<file path="config.mk">
export PLATFORM = sky130hd
export DESIGN_NAME = spi_adc_multi_flat
export DESIGN_NICKNAME = d
export VERILOG_FILES = /design/src/rtl/spi_adc_pkg.sv /design/src/rtl/spi_adc_multi_if.sv /design/src/rtl/spi_adc_shreg.sv /design/src/rtl/spi_adc_multi.sv /design/src/flat_wrapper.sv
export SDC_FILE = /design/constraint.sdc
export NUM_CORES = 1
export LEC_CHECK = 0
export CAP_MARGIN = 20
export CORE_ASPECT_RATIO = 0.6
export CORE_MARGIN = 1.5
export CORE_UTILIZATION = 30
export CTS_CLUSTER_DIAMETER = 150
export DETAILED_ROUTE_END_ITERATION = 10
export MAX_ROUTING_LAYER = met4
export PLACE_DENSITY = 0.48
export SYNTH_ARGS = -nofsm -noshare
export SYNTH_HDL_FRONTEND = slang
export SYNTH_SLANG_ARGS = --single-unit
</file>
<file path="constraint.sdc">
create_clock -name clk -period 3 [get_ports clk]
set_input_delay 0.3 -clock clk [delete_from_list [all_inputs] [get_ports clk]]
set_output_delay 0.3 -clock clk [all_outputs]
set_load 0.005 [all_outputs]
</file>
<file path="src/rtl/spi_adc_pkg.sv">
// Shared types and default constants for the multi-channel SPI ADC reader.
// FSM state encoding lives here so the top and any future blocks agree.
package spi_adc_pkg;

  typedef enum logic [2:0] {
    IDLE,
    CONV,
    WAIT_BUSY,
    SHIFT,
    DONE
  } state_t;

  localparam int DEF_N_CH       = 2;
  localparam int DEF_DATA_W     = 12;
  localparam int DEF_FRAME_BITS = 16;
  localparam int DEF_CLK_DIV    = 4;
  localparam int DEF_TMO_CYC    = 1024;

endpackage

</file>
<file path="src/rtl/spi_adc_multi_if.sv">
// ADC-side bus: shared SCLK/CONVST, shared BUSY, one SDAT line per channel.
// master = reader (this design), slave = the ADC bank.
interface spi_adc_multi_if
  import spi_adc_pkg::*;
#(
  parameter int N_CH = DEF_N_CH
);

  logic            SCLK;
  logic            CONVST;
  logic            BUSY;
  logic [N_CH-1:0] SDAT;

  modport master (
    output SCLK,
    output CONVST,
    input  BUSY,
    input  SDAT
  );

  modport slave (
    input  SCLK,
    input  CONVST,
    output BUSY,
    output SDAT
  );

endinterface

</file>
<file path="src/rtl/spi_adc_shreg.sv">
// Per-channel MSB-first frame shift register.
// Only the last DATA_W bits shifted in are presented as the result.
module spi_adc_shreg
  import spi_adc_pkg::*;
#(
  parameter int FRAME_BITS = DEF_FRAME_BITS,
  parameter int DATA_W     = DEF_DATA_W
) (
  input  logic              clk,
  input  logic              rst_n,
  input  logic              en,
  input  logic              din,
  output logic [DATA_W-1:0] dat
);

  logic [FRAME_BITS-1:0] sr;
  logic                  unused_msb;

  always_ff @(posedge clk or negedge rst_n) begin
    if (!rst_n) begin
      sr <= '0;
    end else if (en) begin
      sr <= {sr[FRAME_BITS-2:0], din};
    end
  end

  assign dat        = sr[DATA_W-1:0];
  assign unused_msb = sr[FRAME_BITS-1];

endmodule

</file>
<file path="src/rtl/spi_adc_multi.sv">
// Multi-channel SPI ADC reader: CONVST pulse, wait BUSY, shared-SCLK frame.
// Define SPI_ADC_TMO_EN to enable the BUSY timeout and sticky err_tmo.
module spi_adc_multi
  import spi_adc_pkg::*;
#(
  parameter int N_CH       = DEF_N_CH,
  parameter int DATA_W     = DEF_DATA_W,
  parameter int FRAME_BITS = DEF_FRAME_BITS,
  parameter int CLK_DIV    = DEF_CLK_DIV,
  parameter int TMO_CYC    = DEF_TMO_CYC
) (
  input  logic                   clk,
  input  logic                   rst_n,
  input  logic                   st,
  input  logic                   cont,
  input  logic [15:0]            period,
  spi_adc_multi_if.master        bus,
  output logic [N_CH*DATA_W-1:0] adc_dat,
  output logic                   ok_adc,
  output logic                   active,
  output logic                   err_tmo
);

  localparam int CW = $clog2(TMO_CYC + 2*CLK_DIV + 1);
  localparam int BW = $clog2(FRAME_BITS + 1);

  state_t                 state;
  state_t                 nxt;
  logic [CW-1:0]          cnt;
  logic [BW-1:0]          bcnt;
  logic [15:0]            pcnt;
  logic                   sclk;
  logic                   b1;
  logic                   b2;
  logic                   b3;
  logic                   busy_fall;
  logic                   half_end;
  logic                   shift_en;
  logic [N_CH*DATA_W-1:0] res;
`ifdef SPI_ADC_TMO_EN
  logic                   tmo_hit;
`endif

  assign busy_fall = b3 & ~b2;
  assign half_end  = (cnt == CW'(CLK_DIV - 1));

  always_comb begin
    nxt      = state;
    shift_en = 1'b0;
`ifdef SPI_ADC_TMO_EN
    tmo_hit  = 1'b0;
`endif
    unique case (state)
      IDLE: begin
        // pcnt<=1 here makes CONV entries land exactly period apart
        if (st || (cont && pcnt <= 16'd1)) nxt = CONV;
      end
      CONV: begin
        if (cnt == CW'(2*CLK_DIV - 1)) nxt = WAIT_BUSY;
      end
      WAIT_BUSY: begin
        if (busy_fall) nxt = SHIFT;
`ifdef SPI_ADC_TMO_EN
        else if (cnt == CW'(TMO_CYC - 1)) begin
          nxt     = IDLE;
          tmo_hit = 1'b1;
        end
`endif
      end
      SHIFT: begin
        if (half_end) begin
          if (!sclk) shift_en = 1'b1;
          else if (bcnt == BW'(FRAME_BITS - 1)) nxt = DONE;
        end
      end
      DONE: nxt = IDLE;
      default: nxt = IDLE;
    endcase
  end

  always_ff @(posedge clk or negedge rst_n) begin
    if (!rst_n) begin
      state <= IDLE;
      cnt   <= '0;
      bcnt  <= '0;
      pcnt  <= '0;
      sclk  <= 1'b0;
      b1    <= 1'b0;
      b2    <= 1'b0;
      b3    <= 1'b0;
    end else begin
      state <= nxt;
      b1    <= bus.BUSY;
      b2    <= b1;
      b3    <= b2;
      if (nxt != state || (state == SHIFT && half_end)) cnt <= '0;
      else if (state != IDLE) cnt <= cnt + CW'(1);
      sclk <= (state == SHIFT && nxt == SHIFT) ? (sclk ^ half_end) : 1'b0;
      if (state != SHIFT) bcnt <= '0;
      else if (half_end && sclk) bcnt <= bcnt + BW'(1);
      if (state == IDLE && nxt == CONV) pcnt <= period;
      else if (pcnt != 16'd0) pcnt <= pcnt - 16'd1;
    end
  end

  always_ff @(posedge clk or negedge rst_n) begin
    if (!rst_n) begin
      adc_dat <= '0;
      ok_adc  <= 1'b0;
    end else begin
      ok_adc <= (state == DONE);
      if (state == DONE) adc_dat <= res;
    end
  end

`ifdef SPI_ADC_TMO_EN
  always_ff @(posedge clk or negedge rst_n) begin
    if (!rst_n) err_tmo <= 1'b0;
    else if (tmo_hit) err_tmo <= 1'b1;
    else if (st) err_tmo <= 1'b0;
  end
`else
  assign err_tmo = 1'b0;
`endif

  for (genvar c = 0; c < N_CH; c++) begin : g_ch
    spi_adc_shreg #(
      .FRAME_BITS(FRAME_BITS),
      .DATA_W    (DATA_W)
    ) u_sr (
      .clk  (clk),
      .rst_n(rst_n),
      .en   (shift_en),
      .din  (bus.SDAT[c]),
      .dat  (res[c*DATA_W +: DATA_W])
    );
  end

  assign bus.SCLK   = sclk;
  assign bus.CONVST = (state != CONV);
  assign active     = (state != IDLE);

endmodule

</file>
<file path="src/flat_wrapper.sv">
// flat-port wrapper written by rule: the top's interface ports become plain ports
module spi_adc_multi_flat import spi_adc_pkg::*;
#(
  parameter int N_CH       = DEF_N_CH,
  parameter int DATA_W     = DEF_DATA_W,
  parameter int FRAME_BITS = DEF_FRAME_BITS,
  parameter int CLK_DIV    = DEF_CLK_DIV,
  parameter int TMO_CYC    = DEF_TMO_CYC
)
  (clk, rst_n, st, cont, period, adc_dat, ok_adc, active, err_tmo, bus_SCLK, bus_CONVST, bus_BUSY, bus_SDAT);
  spi_adc_multi_if #(.N_CH(N_CH)) bus_i ();
  input  logic clk;
  input  logic rst_n;
  input  logic st;
  input  logic cont;
  input  logic [15:0] period;
  output logic [N_CH*DATA_W-1:0] adc_dat;
  output logic ok_adc;
  output logic active;
  output logic err_tmo;
  output wire logic [$bits(bus_i.SCLK)-1:0] bus_SCLK;
  output wire logic [$bits(bus_i.CONVST)-1:0] bus_CONVST;
  input wire logic [$bits(bus_i.BUSY)-1:0] bus_BUSY;
  input wire logic [$bits(bus_i.SDAT)-1:0] bus_SDAT;
  assign bus_SCLK = bus_i.SCLK;
  assign bus_CONVST = bus_i.CONVST;
  assign bus_i.BUSY = bus_BUSY;
  assign bus_i.SDAT = bus_SDAT;
  spi_adc_multi #(.N_CH(N_CH), .DATA_W(DATA_W), .FRAME_BITS(FRAME_BITS), .CLK_DIV(CLK_DIV), .TMO_CYC(TMO_CYC)) u_core (.clk(clk), .rst_n(rst_n), .st(st), .cont(cont), .period(period), .bus(bus_i), .adc_dat(adc_dat), .ok_adc(ok_adc), .active(active), .err_tmo(err_tmo));
endmodule
</file>
==> results by group, run 1 <==
Run status
  – Status: completed

Yosys
  – Post-synth EDFFs: 0
  – Asr flop ratio synth: 1.000
  – Post-synth top area share: 0.5612
  – Synth Cell Area: 3924 um2
  – Area contributors post-synth: dfrtp_1 (56%), mux2_2 (15%), xor2_1 (3.6%)
  – Cells after Synth: 325
  – YS warnings: 0
  – Post-synth top cells: dfrtp_1 (88), mux2_2 (51), nand2_1 (29), nor2_1 (28), xor2_1 (16)
  – Top_reg_cell synth: dfrtp_1
  – Synthesized flop and latch total: 88
  – Sequential area share after synthesis: 0.5612
  – Most frequent cell after synthesis: dfrtp_1
  – Post-synthesis cell type count: 46
  – Syn Area/Cell: 12.07 um2
  – Syn_nets: 356
  – Synth area leader: dfrtp_1

Drt
  – # DRC: 0
  – First-pass iteration count of the detailed router: 4
  – Post-route ant nets: 0
  – Total number of vias: 2,567
  – Drt initial violations: 102
  – Avg WL per Cell: 14.81 um
  – Vias per cell: 4.617
  – Drt total wl: 8237 um

Worst setup path
  – WP buf/inv: 2
  – Worst-path fanout max: 11
  – Reg-to-Reg End: u_core.pcnt[1]
  – Setup crit end: active
  – Critical-path cell list: nor3_1 -> inv_1 -> clkdlybuf4s50_1
  – Worst R2R Start: u_core.pcnt[3]
  – Slowest stage cell, crit path: nor3_1
  – Worst reg-to-reg path cell count: 5
  – Critical path type: reg2out
  – Setup crit end kind: primary output
  – Worst R2R Setup Slack: 640 ps
  – Critical Path Start: u_core.state[1]
  – Startpoint types: flop
  – Crit path depth: 3
  – Top Family by Delay on Critical Path: buffers and inverters
  – Arr. time, crit path: 2080 ps
  – Critical Path Max Stage Delay: 550 ps
  – Data required time of the worst path: 2700 ps

Final layout
  – Nets: 412
  – Share of cells above drive strength 1: 0.2228
  – Layout area overhead: 26.31%
  – Antenna cell count: 0

Pwr
  – Combinational power share: 0.146
  – Sw Share: 0.2686
  – Leakage power: 2.138 nW
  – Power Dens Cells: 609.9 nW/um2
  – Cell Int Power: 2.211 mW
  – VDD IR max: 0.3236 mV
  – Sw power: 811.9 uW
  – Seq pwr share: 0.485
  – Pwr Total: 3.022 mW
  – Clk pwr share: 0.369

STA
  – Crit share post-route: 0.7921
  – Max_slew headroom: 0.5647
  – Max Fclk: 0.4208 GHz
  – Setup Skew: 8.279 ps
  – Worst slew pin tran: 650.6 ps
  – Clock period minus worst slack: 2376 ps
  – Setup TNS: 0 ps
  – Max Slew Vio Count: 0
  – RSZ-0062 raised after global routing: false
  – Endpoints failing setup: 0
  – Fin. Hold Viols: 0

Global routing
  – Largest net degree at the start of global routing: 41
  – Vias in the first global route: 2,592
  – Initial antenna violation count: 0
  – First-pass GRT wire length: 13,610 um
  – Gr usage total: 0.1306
  – GRT overflow: 0

Place
  – Port Buffer Count: 50
  – Final HPWL DP: 5546 um
  – Routability Congestion: 0.7970

Die
  – FP Rows: 32
  – Ports: 52
  – DIE AREA: 13,800 um2
  – Initial core utilization: 0.3062
  – Core region area: 12,810 um2
  – Height of the chip: 91.59 um
  – Die W: 150.6 um

Clock tree
  – TritonCTS clock tree: yes
  – TritonCTS Buffers: 9
  – CTS root buffer: clkbuf_16
  – Post-CTS Setup Inserts: 0
  – Clk buf depth: 2
  – Clock slew at reported path FFs: 60 ps
  – Worst-skew pair later-pin latency: 330 ps
  – CTS Sinks: 88
  – H-tree depth: 3

Hold path
  – Min-delay worst type: reg2reg

Job
  – MaxCap Viol Count: 0
cell type report:
type	count	area (um2)
sequential	88	2202
tap	170	212.7
inverter	8	30.03
fill	1257	7856
clock buffer	10	229.0
timing repair buffer	59	568.0
multi-input combinational	215	1647
clock inverter	6	67.56
worst min-delay path by stage:
stage | from | to | slack [ps] | depth (start not counted)
global placement | rst_n | u_core.bcnt[0] | 320 | 1
global route | u_core.b1 | u_core.b2 | 370 | 0
CTS | u_core.b1 | u_core.b2 | 360 | 0
finish | u_core.b1 | u_core.b2 | 350 | 0
floorplan | rst_n | u_core.adc_dat[0] | 4 | 0
detailed placement | rst_n | u_core.pcnt[15] | 320 | 1
power groups by stage:
stage / registers (mW) / logic [mW] / clock network, mW
global route: 1.49 / 0.506 / 1.20
floorplan: 1.42 / 0.342 / 0
detailed placement: 1.48 / 0.445 / 0
global placement: 1.48 / 0.439 / 0
finish: 1.47 / 0.441 / 1.12
CTS: 1.46 / 0.450 / 1.15
state kept, by name, summed over array words and instances, names as in the netlist:
name,flops
u_core.bus.SCLK,1
u_core.bcnt,5
u_core.state,3
u_core.ok_adc,1
u_core.b2,1
u_core.b3,1
u_core.cnt,11
u_core.g_ch.u_sr.sr,24
u_core.pcnt,16
u_core.adc_dat,24
u_core.b1,1
metrics by stage:
stage | setup WS (ps) | hold WS, ps | cells | cell area (um2) | utilization
floorplan | 900.8 | 4.409 | 325 | 3924 | -
finish | 623.8 | 354.0 | 556 | 4956 | 0.3868
detailed placement | 654.2 | 322.0 | 539 | 4649 | 0.3629
global route | 456.0 | 373.5 | 556 | 4956 | 0.3868
global placement | 704.0 | 319.3 | 539 | 4649 | 0.3629
CTS | 635.8 | 357.1 | 556 | 4956 | 0.3868
placed cells by master (no fill, tap or decap), drive strengths merged, types with 3 or more instances in the layout:
master / count
a211oi: 3
a21oi: 5
and3: 3
buf: 9
clkbuf: 10
clkdlybuf4s50: 49
dfrtp: 88
ha: 8
inv: 9
mux2: 51
nand2: 29
nand3: 4
nand4: 3
nor2: 28
nor3: 8
nor4: 5
o21ai: 5
o31ai: 11
or3: 3
xnor2: 9
xor2: 16
kinds of logic (layout without fill, tap and decap cells):
group	count (synthesis)	count (layout)	share of synthesized area
AND/OR/NAND/NOR	96	96	0.1225
buffers and inverters	22	83	0.02328
AO/OA/AOI/OAI	32	32	0.05931
XOR/XNOR	25	25	0.05580
multiplexers	53	53	0.1515
flip-flops	88	88	0.5612
adder cells (fa/ha/maj)	8	8	0.02551
other	1	1	0.0009557
timing repair:
action | 4_1_cts | 5_1_grt
endpoints found under the hold margin | 38 | 0
resized for setup | 0 | 0
hold buffers | 1 | 0
metal layers:
| layer | track usage | part of all wire | wire length, um |
|---|---|---|---|
| met1 | 0.2003 | 0.56 | 4590 |
| met2 | 0.1640 | 0.39 | 3194 |
| met3 | 0.03970 | 0.052 | 426 |
| met4 | 0.02913 | 0.0030 | 25 |
| met5 | - | 0 | 0 |
Note: power is estimated with default switching activity, not from simulation.
==> run 2, diff against run 1 <==
- clock period: 3 -> 2.25 ns (I/O delays scaled with it)
==> run 2 against run 1 <==
  * Worst setup slack got worse by 500 ps
  * Core utilization increased by 0.69 points
  * Critical path type is now reg2reg
  * Register-to-register slack worse by 520 ps
  * Global-route usage fell by 0.062 points
  * Non-clock buffer count up 5
  * Clock skew decreased by 1.8 ps
  * Largest cell class unchanged
==> results by group, run 2 (synthesized netlist as in run 1, its figures left out) <==
STA
  – Clock period minus worst slack: 2129 ps
  – RSZ-0062 raised after global routing: false
  – Fin. Hold Viols: 0 (unchanged)
  – Max Fclk: 0.4696 GHz
  – Crit share post-route: 0.9463
  – Worst slew pin tran: 517.0 ps (-133.6 ps)
  – Max_slew headroom: 0.6553 (+0.09066)
  – Endpoints failing setup: 0 (unchanged)
  – Setup Skew: 6.473 ps (-1.806 ps)
  – Setup TNS: 0 ps (unchanged)
  – Setup ws final: 120.7 ps (-503.0 ps)
  – Hold Slack: 343.8 ps (-10.23 ps)
  – Max Slew Vio Count: 0 (unchanged)

Clock tree
  – CTS Sinks: 88 (unchanged)
  – TritonCTS clock tree: yes
  – TritonCTS Buffers: 9 (unchanged)
  – Clk buf depth: 2 (unchanged)
  – Worst-skew pair later-pin latency: 340 ps (about the same)
  – Clock slew at reported path FFs: 60 ps (about the same)
  – CTS root buffer: clkbuf_16
  – H-tree depth: 3 (unchanged)

Final layout
  – Layout area overhead: 28.57%
  – Storage element area: 2202 um2 (unchanged)
  – Filler instances: 1,258 (+0.080%)
  – Commonest non-fill, non-tap cell in the layout: dfrtp_1
  – Share of cells above drive strength 1: 0.2404 (+0.01761)
  – Design area: 5045 um2 (+1.8%)
  – Multi-input logic area: 1669 um2 (+1.4%)
  – Antenna cell count: 0 (unchanged)
  – Biggest regs: u_core.adc_dat x24, u_core.g_ch.u_sr.sr x24, u_core.pcnt x16
  – Finished Layout Cells: 561 (+0.90%)
  – Nets: 417 (+1.2%)
  – Most frequent cells in the layout: dfrtp_1 (88), mux2_2 (51), clkdlybuf4s50_1 (49)
  – Core Util, Final: 0.3938 (+0.006934)

Die
  – Ports: 52 (unchanged)
  – Height of the chip: 91.59 um (unchanged)
  – Die W: 150.6 um (unchanged)
  – DIE AREA: 13,800 um2 (unchanged)
  – Core region area: 12,810 um2 (unchanged)
  – Initial core utilization: 0.3062 (unchanged)
  – FP Rows: 32 (unchanged)

Pwr
  – Sw Share: 0.2707 (+0.002047)
  – Power Dens Cells: 786.7 nW/um2 (+29%)
  – VDD IR max: 0.3695 mV (+14%)
  – Sw power: 1.074 mW (+32%)
  – Combinational power share: 0.156 (+0.010)
  – Clk pwr share: 0.351 (-0.018)
  – Cell Int Power: 2.895 mW (+31%)
  – Seq pwr share: 0.493 (+0.008)
  – Pwr Total: 3.969 mW (+31%)
  – Leakage power: 2.172 nW (+1.6%)

Global routing
  – Gr usage total: 0.1300 (-0.0006242)
  – GRT overflow: 0 (unchanged)
  – Vias in the first global route: 2,486 (-4.1%)
  – Initial antenna violation count: 0 (unchanged)
  – Largest net degree at the start of global routing: 50 (+22%)
  – First-pass GRT wire length: 13,270 um (-2.5%)

Worst setup path
  – Startpoint types: flop
  – Arr. time, crit path: 2350 ps (+270 ps)
  – Data required time of the worst path: 2470 ps (-230 ps)
  – Critical path type: reg2reg
  – Setup crit end kind: flop
  – Worst-path fanout max: 6 (-5)

Drt
  – Met2 WL: 3012 um (-5.7%)
  – # DRC: 0 (unchanged)
  – Post-Route M1 WL: 4352 um (-5.2%)
  – Total number of vias: 2,558 (-0.35%)
  – Max Used Layer: met4
  – Routed wl met3: 402 um (-5.6%)
  – First-pass iteration count of the detailed router: 4 (unchanged)
  – Post-route ant nets: 0 (unchanged)
  – Drt initial violations: 133 (+30%)
  – Drt total wl: 7845 um (-4.8%)
  – Vias per cell: 4.560 (-1.2%)
  – Avg WL per Cell: 13.98 um (-5.6%)

Job
  – MaxCap Viol Count: 0 (unchanged)

Place
  – Final HPWL DP: 5366 um (-3.2%)
  – Placed Cells: 543 (+0.74%)
  – Routability Congestion: 0.7894 (-0.95%)
  – DP Area: 4730 um2 (+1.7%)
  – Setup WS pre-CTS: 83.44 ps (-570.8 ps)
  – Port Buffer Count: 50 (unchanged)

Run status
  – Status: completed

Hold path
  – Min-delay worst type: in2reg
[run 2: final timing paths]
kind / start / endpoint / slack [ps] / cells after the start
setup / recovery: u_core.pcnt[6] / u_core.pcnt[13] / 120 / 5
hold / removal: bus_BUSY / u_core.b1 / 340 / 1
setup reg to reg: u_core.pcnt[6] / u_core.pcnt[13] / 120 / 5
hold reg to reg: u_core.b1 / u_core.b2 / 360 / 0
max in group asynchronous: rst_n / u_core.g_ch[1].u_sr.sr[6] / 1190 / 3
min in group asynchronous: rst_n / u_core.bcnt[2] / 420 / 2
[run 2: worst max-delay path: stages, from the launching register on]
cell and delay (ps):
dfrtp_1 430, or4_4 570, or3_4 350, or3_1 360, xor2_1 240, o31ai_4 70
[run 2: layout make-up]
class / instances / share of cell area
sequential: 88 / 0.4365
multi-input combinational: 215 / 0.3309
inverter: 8 / 0.005952
clock inverter: 4 / 0.005704
tap: 170 / 0.04216
timing repair buffer: 64 / 0.1300
clock buffer: 12 / 0.04886
[run 2: power groups by stage]
stage	clock network [mW]	logic (mW)	registers, mW
2_1_floorplan	0	0.456	1.90
3_3_place_gp	0	0.614	1.98
3_5_place_dp	0	0.619	1.98
4_1_cts	1.45	0.627	1.96
5_1_grt	1.51	0.701	2.00
6_report	1.39	0.619	1.96
[run 2: per-layer routing]
metal	vias up	global-route usage
met3	9	0.04271
met2	46	0.1560
met5	-	-
met1	1250	0.1976
met4	0	0.04369
li1	1253	-
[run 2: repair_timing]
action / 4_1_cts / 5_1_grt
endpoints found under the setup margin: 0 / 41
gates resized for setup: 0 / 4
buffers inserted: 0 / 1
hold buffers: 1 / 0
hold endpoints to repair: 39 / 0
